<file path="src/rtl/apb_slave_pkg.sv">
// Shared types and constants for the parametrised APB memory slave.
package apb_slave_pkg;

  typedef enum logic [1:0] {
    ST_IDLE = 2'd0,
    ST_WAIT = 2'd1,
    ST_RESP = 2'd2
  } state_e;

  localparam int unsigned MAX_WAIT_CYCLES = 15;
  localparam int unsigned WAIT_CNT_W      = $clog2(MAX_WAIT_CYCLES + 1);

  function automatic int unsigned strb_width(input int unsigned data_w);
    return data_w / 8;
  endfunction

endpackage

</file>
<file path="src/rtl/apb_slave_param_if.sv">
// APB completer-side bus bundle; the decoder/master drives the request, the slave the response.
interface apb_slave_param_if #(
  parameter int unsigned DATA_W = 8,
  parameter int unsigned ADDR_W = 8
) ();

  localparam int unsigned STRB_W = DATA_W / 8;

  logic              psel;
  logic              penable;
  logic              pwrite;
  logic [ADDR_W-1:0] paddr;
  logic [DATA_W-1:0] pwdata;
  logic [STRB_W-1:0] pstrb;
  logic [DATA_W-1:0] prdata;
  logic              pready;
  logic              pslverr;

  modport master (
    output psel, penable, pwrite, paddr, pwdata, pstrb,
    input  prdata, pready, pslverr
  );

  modport slave (
    input  psel, penable, pwrite, paddr, pwdata, pstrb,
    output prdata, pready, pslverr
  );

endinterface

</file>
<file path="src/rtl/apb_mem_array.sv">
// DEPTH x DATA_W storage: byte-strobed synchronous write, asynchronous read, no reset.
module apb_mem_array #(
  parameter int unsigned DATA_W = 8,
  parameter int unsigned DEPTH  = 64,
  parameter int unsigned IDX_W  = 6,
  parameter int unsigned STRB_W = DATA_W / 8
) (
  input  logic              clk_i,
  input  logic              we_i,
  input  logic [IDX_W-1:0]  waddr_i,
  input  logic [DATA_W-1:0] wdata_i,
  input  logic [STRB_W-1:0] strb_i,
  input  logic [IDX_W-1:0]  raddr_i,
  output logic [DATA_W-1:0] rdata_c_o
);

  logic [DATA_W-1:0] mem_q [DEPTH];

  // Only enabled lanes are overwritten; the rest keep their old bytes.
  always_ff @(posedge clk_i) begin
    if (we_i) begin
      for (int i = 0; i < STRB_W; i++) begin
        if (strb_i[i]) begin
          mem_q[waddr_i][i*8 +: 8] <= wdata_i[i*8 +: 8];
        end
      end
    end
  end

  assign rdata_c_o = mem_q[raddr_i];

endmodule

</file>
<file path="src/rtl/apb_slave_param.sv">
// Parametrised APB memory slave: FSM, wait counter, latched request and range check.
module apb_slave_param
  import apb_slave_pkg::*;
#(
  parameter int unsigned DATA_W      = 8,
  parameter int unsigned ADDR_W      = 8,
  parameter int unsigned DEPTH       = 64,
  parameter int unsigned WAIT_CYCLES = 0
) (
  input  logic             pclk_i,
  input  logic             preset_i,
  apb_slave_param_if.slave bus
);

  localparam int unsigned STRB_W   = strb_width(DATA_W);
  localparam int unsigned IDX_W    = (DEPTH > 1) ? $clog2(DEPTH) : 1;
  localparam int unsigned CMP_W    = ADDR_W + 1;
  localparam int unsigned CNT_W    = WAIT_CNT_W;
  localparam int unsigned WAIT_EFF = (WAIT_CYCLES > MAX_WAIT_CYCLES) ? MAX_WAIT_CYCLES : WAIT_CYCLES;

  state_e            state_q,   state_d;
  logic [CNT_W-1:0]  cnt_q,     cnt_d;
  logic [ADDR_W-1:0] addr_q,    addr_d;
  logic              write_q,   write_d;
  logic [DATA_W-1:0] wdata_q,   wdata_d;
  logic [STRB_W-1:0] strb_q,    strb_d;
  logic              err_q,     err_d;
  logic [DATA_W-1:0] prdata_q,  prdata_d;
  logic              pready_q,  pready_d;
  logic              pslverr_q, pslverr_d;

  logic              mem_we_c;
  logic [DATA_W-1:0] mem_rdata_c;

  always_ff @(posedge pclk_i or posedge preset_i) begin
    if (preset_i) begin
      state_q   <= ST_IDLE;
      cnt_q     <= '0;
      addr_q    <= '0;
      write_q   <= 1'b0;
      wdata_q   <= '0;
      strb_q    <= '0;
      err_q     <= 1'b0;
      prdata_q  <= '0;
      pready_q  <= 1'b0;
      pslverr_q <= 1'b0;
    end else begin
      state_q   <= state_d;
      cnt_q     <= cnt_d;
      addr_q    <= addr_d;
      write_q   <= write_d;
      wdata_q   <= wdata_d;
      strb_q    <= strb_d;
      err_q     <= err_d;
      prdata_q  <= prdata_d;
      pready_q  <= pready_d;
      pslverr_q <= pslverr_d;
    end
  end

  // Next state; a setup phase is only recognised from IDLE with PENABLE low.
  always_comb begin
    state_d = state_q;
    cnt_d   = cnt_q;
    addr_d  = addr_q;
    write_d = write_q;
    wdata_d = wdata_q;
    strb_d  = strb_q;
    err_d   = err_q;
    unique case (state_q)
      ST_IDLE: begin
        if (bus.psel && !bus.penable) begin
          addr_d  = bus.paddr;
          write_d = bus.pwrite;
          wdata_d = bus.pwdata;
          strb_d  = bus.pstrb;
          err_d   = CMP_W'(bus.paddr) >= CMP_W'(DEPTH);
          if (WAIT_EFF == 0) begin
            state_d = ST_RESP;
          end else begin
            state_d = ST_WAIT;
            cnt_d   = CNT_W'(WAIT_EFF - 1);
          end
        end
      end
      ST_WAIT: begin
        if (!bus.psel) begin
          state_d = ST_IDLE;
        end else if (cnt_q == '0) begin
          state_d = ST_RESP;
        end else begin
          cnt_d = cnt_q - CNT_W'(1);
        end
      end
      ST_RESP: state_d = ST_IDLE;
      default: state_d = ST_IDLE;
    endcase
  end

  // Response registers are loaded from the next state, so outputs stay pure flops.
  always_comb begin
    pready_d  = (state_d == ST_RESP);
    pslverr_d = (state_d == ST_RESP) && err_d;
    prdata_d  = prdata_q;
    mem_we_c  = (state_q == ST_RESP) && write_q && !err_q;
    if ((state_d == ST_RESP) && (state_q != ST_RESP) && !write_d) begin
      prdata_d = err_d ? '0 : mem_rdata_c;
    end
  end

  apb_mem_array #(
    .DATA_W (DATA_W),
    .DEPTH  (DEPTH),
    .IDX_W  (IDX_W),
    .STRB_W (STRB_W)
  ) u_mem (
    .clk_i     (pclk_i),
    .we_i      (mem_we_c),
    .waddr_i   (IDX_W'(addr_q)),
    .wdata_i   (wdata_q),
    .strb_i    (strb_q),
    .raddr_i   (IDX_W'(addr_d)),
    .rdata_c_o (mem_rdata_c)
  );

  assign bus.prdata  = prdata_q;
  assign bus.pready  = pready_q;
  assign bus.pslverr = pslverr_q;

endmodule

</file>
<file path="src/flat_wrapper.sv">
// flat-port wrapper written by rule: the top's interface ports become plain ports
module apb_slave_param_flat import apb_slave_pkg::*;
#(
  parameter int unsigned DATA_W      = 8,
  parameter int unsigned ADDR_W      = 8,
  parameter int unsigned DEPTH       = 64,
  parameter int unsigned WAIT_CYCLES = 0
)
  (pclk_i, preset_i, bus_psel, bus_penable, bus_pwrite, bus_paddr, bus_pwdata, bus_pstrb, bus_prdata, bus_pready, bus_pslverr);
  apb_slave_param_if #(.DATA_W(DATA_W), .ADDR_W(ADDR_W)) bus_i ();
  input  logic pclk_i;
  input  logic preset_i;
  input wire logic [$bits(bus_i.psel)-1:0] bus_psel;
  input wire logic [$bits(bus_i.penable)-1:0] bus_penable;
  input wire logic [$bits(bus_i.pwrite)-1:0] bus_pwrite;
  input wire logic [$bits(bus_i.paddr)-1:0] bus_paddr;
  input wire logic [$bits(bus_i.pwdata)-1:0] bus_pwdata;
  input wire logic [$bits(bus_i.pstrb)-1:0] bus_pstrb;
  output wire logic [$bits(bus_i.prdata)-1:0] bus_prdata;
  output wire logic [$bits(bus_i.pready)-1:0] bus_pready;
  output wire logic [$bits(bus_i.pslverr)-1:0] bus_pslverr;
  assign bus_i.psel = bus_psel;
  assign bus_i.penable = bus_penable;
  assign bus_i.pwrite = bus_pwrite;
  assign bus_i.paddr = bus_paddr;
  assign bus_i.pwdata = bus_pwdata;
  assign bus_i.pstrb = bus_pstrb;
  assign bus_prdata = bus_i.prdata;
  assign bus_pready = bus_i.pready;
  assign bus_pslverr = bus_i.pslverr;
  apb_slave_param #(.DATA_W(DATA_W), .ADDR_W(ADDR_W), .DEPTH(DEPTH), .WAIT_CYCLES(WAIT_CYCLES)) u_core (.pclk_i(pclk_i), .preset_i(preset_i), .bus(bus_i));
endmodule
</file>
<file path="config.mk">
export PLATFORM = sky130hd
export DESIGN_NAME = apb_slave_param_flat
export DESIGN_NICKNAME = d
export VERILOG_FILES = /design/src/rtl/apb_slave_pkg.sv /design/src/rtl/apb_slave_param_if.sv /design/src/rtl/apb_mem_array.sv /design/src/rtl/apb_slave_param.sv /design/src/flat_wrapper.sv
export SDC_FILE = /design/constraint.sdc
export NUM_CORES = 1
export LEC_CHECK = 0
export ABC_AREA = 1
export CELL_PAD_IN_SITES_DETAIL_PLACEMENT = 0
export CELL_PAD_IN_SITES_GLOBAL_PLACEMENT = 1
export CORE_MARGIN = 1.5
export CORE_UTILIZATION = 35
export CTS_CLUSTER_DIAMETER = 200
export DETAILED_ROUTE_END_ITERATION = 8
export PLACE_DENSITY_LB_ADDON = 0.1
export SETUP_SLACK_MARGIN = 0.02
export SYNTH_ARGS = -nofsm -noshare
export SYNTH_HDL_FRONTEND = slang
export SYNTH_SLANG_ARGS = --single-unit
</file>
<file path="constraint.sdc">
create_clock -name pclk_i -period 2 [get_ports pclk_i]
set_clock_uncertainty 0.2 [all_clocks]
set_input_delay 0.5 -clock pclk_i [delete_from_list [all_inputs] [get_ports pclk_i]]
set_output_delay 0.5 -clock pclk_i [all_outputs]
set_load 0.02 [all_outputs]
</file>
==> impl_metrics.csv <==
group,metric,value,unit
status,outcome,"complete, but fails checks",
status,violations,"setup timing",
cts,cts_buffers,60,
sta,setup_tns,-128210,ps
die,die_area,65510,sq um
die,dieWidth,256.0,um
layout,drive_above_1_share,29.89,%
drt,vias_per_cell,5.094,
die,core,63200,sq um
pwr,switching_share,28.94,%
hold_path,min_path_type,"in2async",
critical_path,startpoint_type,"flop",
pwr,seqPwrFrac,43.6,%
job,drv_cap,0,
place,hpwl,41.83,mm
critical_path,path_max_fanout,12,
cts,clk_pin_slew,60,ps
synth,synth_top_area_share,68.65,%
critical_path,crit_required,2310,ps
pwr,power_switching,8.685,mW
drt,drt_iter0_drc,1187,
drt,vias,15440,
layout,layout.area.seq,16220,sq um
synth,syn_area_per_cell,11.90,sq um
sta,rsz0062_at_grt,"true",
die,rows,92,
pwr,worst_ir_drop_vdd,690.4,uV
sta,worst_pin_slew,867.7,ps
synth,synth_nets,1905,
layout,num_antenna_cells,0,
synth,yosysWarnings,0,
synth,yosysTopAreaCell,"edfxtp_1",
drt,avgRoutedWirePerCell,23.55,um
die,io_pins,32,
global_route,grt_first_pass_wirelength,103.9,mm
die,die_height,256.0,um
global_route,grt_pass1_vias,15310,
sta,fmax,402.0,MHz
pwr,combPwrFrac,21.3,%
global_route,grt_usage,21.54,%
layout,final_util,47.67,%
synth,ys_types,29,
pwr,internal_power,21.32,mW
sta,drv_slew,0,
sta,timing.hold.ws,36.49,ps
pwr,pwr_density_cell,996.2,nW/um^2
synth,synthCells,1882,
critical_path,timing.rr.start,"u_core.state_q[1]",
drt,drt.antenna.violating_nets,0,
global_route,grt_overflow_total,0,
critical_path,path_class,"reg2reg",
cts,clock-sinks,545,
pwr,pwr-share-clk,35.1,%
critical_path,critPathArrivalTime,2800,ps
sta,hold_violations,0,
drt,finalWirelength,71.38,mm
synth,synth_seq_cells,545,
global_route,antenna_found_initial,1,
drt,dr.pass1.iters,5,
layout,syn2layout_area_growth,34.52,%
place,numPortBuffers,31,
critical_path,critPathLaunch,"u_core.state_q[1]",
die,start_util,35.44,%
global_route,grt_max_degree,66,
sta,max_slew_margin,42.15,%
cts,clock_path_buffers,3,
synth,ys_seq_area_share,72.34,%
sta,fin_ws,-487.5,ps
sta,setup_viol,520,
pwr,p_leak,10.95,nW
cts,ctsRootBufferMaster,"clkbuf_16",
drt,route.detailed.drc,0,
layout,layoutNonFillerInstCount,3031,
cts,cts_tree,"done",
place,gp_congestion,0.8236,
sta,period_minus_slack,2487,ps
synth,synth_area_leaders,"edfxtp_1, nand3_1, nand2_1, dfrtp_1, buf_2",
sta,period_share,124.4,%
layout,final_net_count,2158,
synth,synth_area,22400,sq um
cts,htreeDepth,2,
place,post-place-cells,2865,
layout,multi_input_area,6933,sq um
critical_path,cp-end-kind,"flop",
cts,clk_latency,640,ps
layout,nFillCells,5707,
## cells in the mapped netlist, drive strengths merged
cell / count
a21oi: 1
buf: 98
clkbuf: 14
clkinv: 1
dfrtp: 33
edfxtp: 512
ha: 1
inv: 31
nand2: 530
nand3: 576
nor2: 73
nor3: 3
o21ai: 8
xor2: 1
## metrics by stage
step | instance area [sq um] | worst slack [ps] | total power [mW]
2_1_floorplan | 22440 | -139.4 | 15.88
3_3_place_gp | 25370 | -1428 | 18.28
3_5_place_dp | 25370 | -1398 | 18.28
4_1_cts | 28680 | -530.4 | 29.76
5_1_grt | 30130 | -554.3 | 31.13
6_report | 30130 | -487.5 | 30.01
## power by group through the flow
stage	combinational, mW	sequential, mW	clock (mW)
floorplan	2.39	13.5	0
global placement	4.97	13.3	0
detailed placement	4.98	13.3	0
CTS	5.88	13.1	10.8
global route	6.82	13.1	11.2
finish	6.40	13.1	10.5
## worst paths after layout
kind                                              to  slack [ps]  cells after the start
worst min-delay path               u_core.wdata_q[2]          40                      3
worst max-delay path            u_core.bus.prdata[6]        -490                     16
worst min register to register       u_core.cnt_q[0]         280                      2
max in group asynchronous       u_core.bus.prdata[6]        1320                      3
min in group pclk_i                    u_core.strb_q         200                      3
worst max register to register  u_core.bus.prdata[6]        -490                     16
## cells by family after synthesis
kind of cell / after synthesis / share of synthesized area [%]
compound gates: 9 / 0.3017
fa+ha+maj: 1 / 0.05586
simple gates: 1182 / 23.57
buf+inv: 144 / 3.698
xor+xnor: 1 / 0.03912
flops: 545 / 72.34
## layout make-up
class / count / area share, %
sequential: 545 / 53.85
multi-input combinational: 1197 / 23.01
timing repair buffer: 299 / 13.01
clock buffer: 80 / 5.578
tap: 846 / 3.514
clock inverter: 32 / 0.6188
inverter: 32 / 0.4195
## registers in the layout (all words and copies together) (netlist names)
signal,count
u_core.write_q,1
u_core.bus.pready,1
u_core.addr_q,6
u_core.err_q,1
u_core.state_q,2
u_core.cnt_q,4
u_core.strb_q,1
u_core.wdata_q,8
u_core.bus.prdata,8
u_core.bus.pslverr,1
u_core.u_mem.mem_q,512
## critical path, stage by stage (launching register included)
cell,delay [ps]
dfrtp_2,440
nor2_8,180
buf_12,130
nand2_8,70
nand2_8,90
buf_12,140
nand2_8,100
buf_6,150
buf_16,140
nand2_1,60
nand3_1,100
nand3_2,100
nand3_4,90
nand3_2,90
nand3_2,100
nand3_1,100
nand2_1,50
## metal layers
layer  track usage (%)  vias up  part of all wire (%)
li1                  -     7236                     -
met1             30.83     7726                    46
met2             33.44      376                    46
met3             3.446      102                   4.8
met4             7.035        0                   3.0
met5                 0        -                     0
## layout by cell type (no fill, tap or decap), drive strengths merged
master | Yosys | layout
inv | 31 | 32
clkdlybuf4s50 | 0 | 20
bufbuf | 0 | 3
clkinvlp | 0 | 4
nand3 | 576 | 576
bufinv | 0 | 1
o21ai | 8 | 8
dfrtp | 33 | 33
a21oi | 1 | 1
ha | 1 | 1
nor2 | 73 | 73
xor2 | 1 | 1
clkinv | 1 | 27
nand2 | 530 | 534
dlygate4sd2 | 0 | 1
edfxtp | 512 | 512
nor3 | 3 | 3
clkbuf | 14 | 86
buf | 98 | 269
## what timing repair did
action                     in CTS  in global routing
buffers inserted               32                  4
hold buffers                    0                  0
setup endpoints to repair     531                524
cloned                         13                  6
gates resized for setup       233                288
hold endpoints to repair        0                  0
pin swaps                      18                 39
Power figures use the tool's default switching activity.
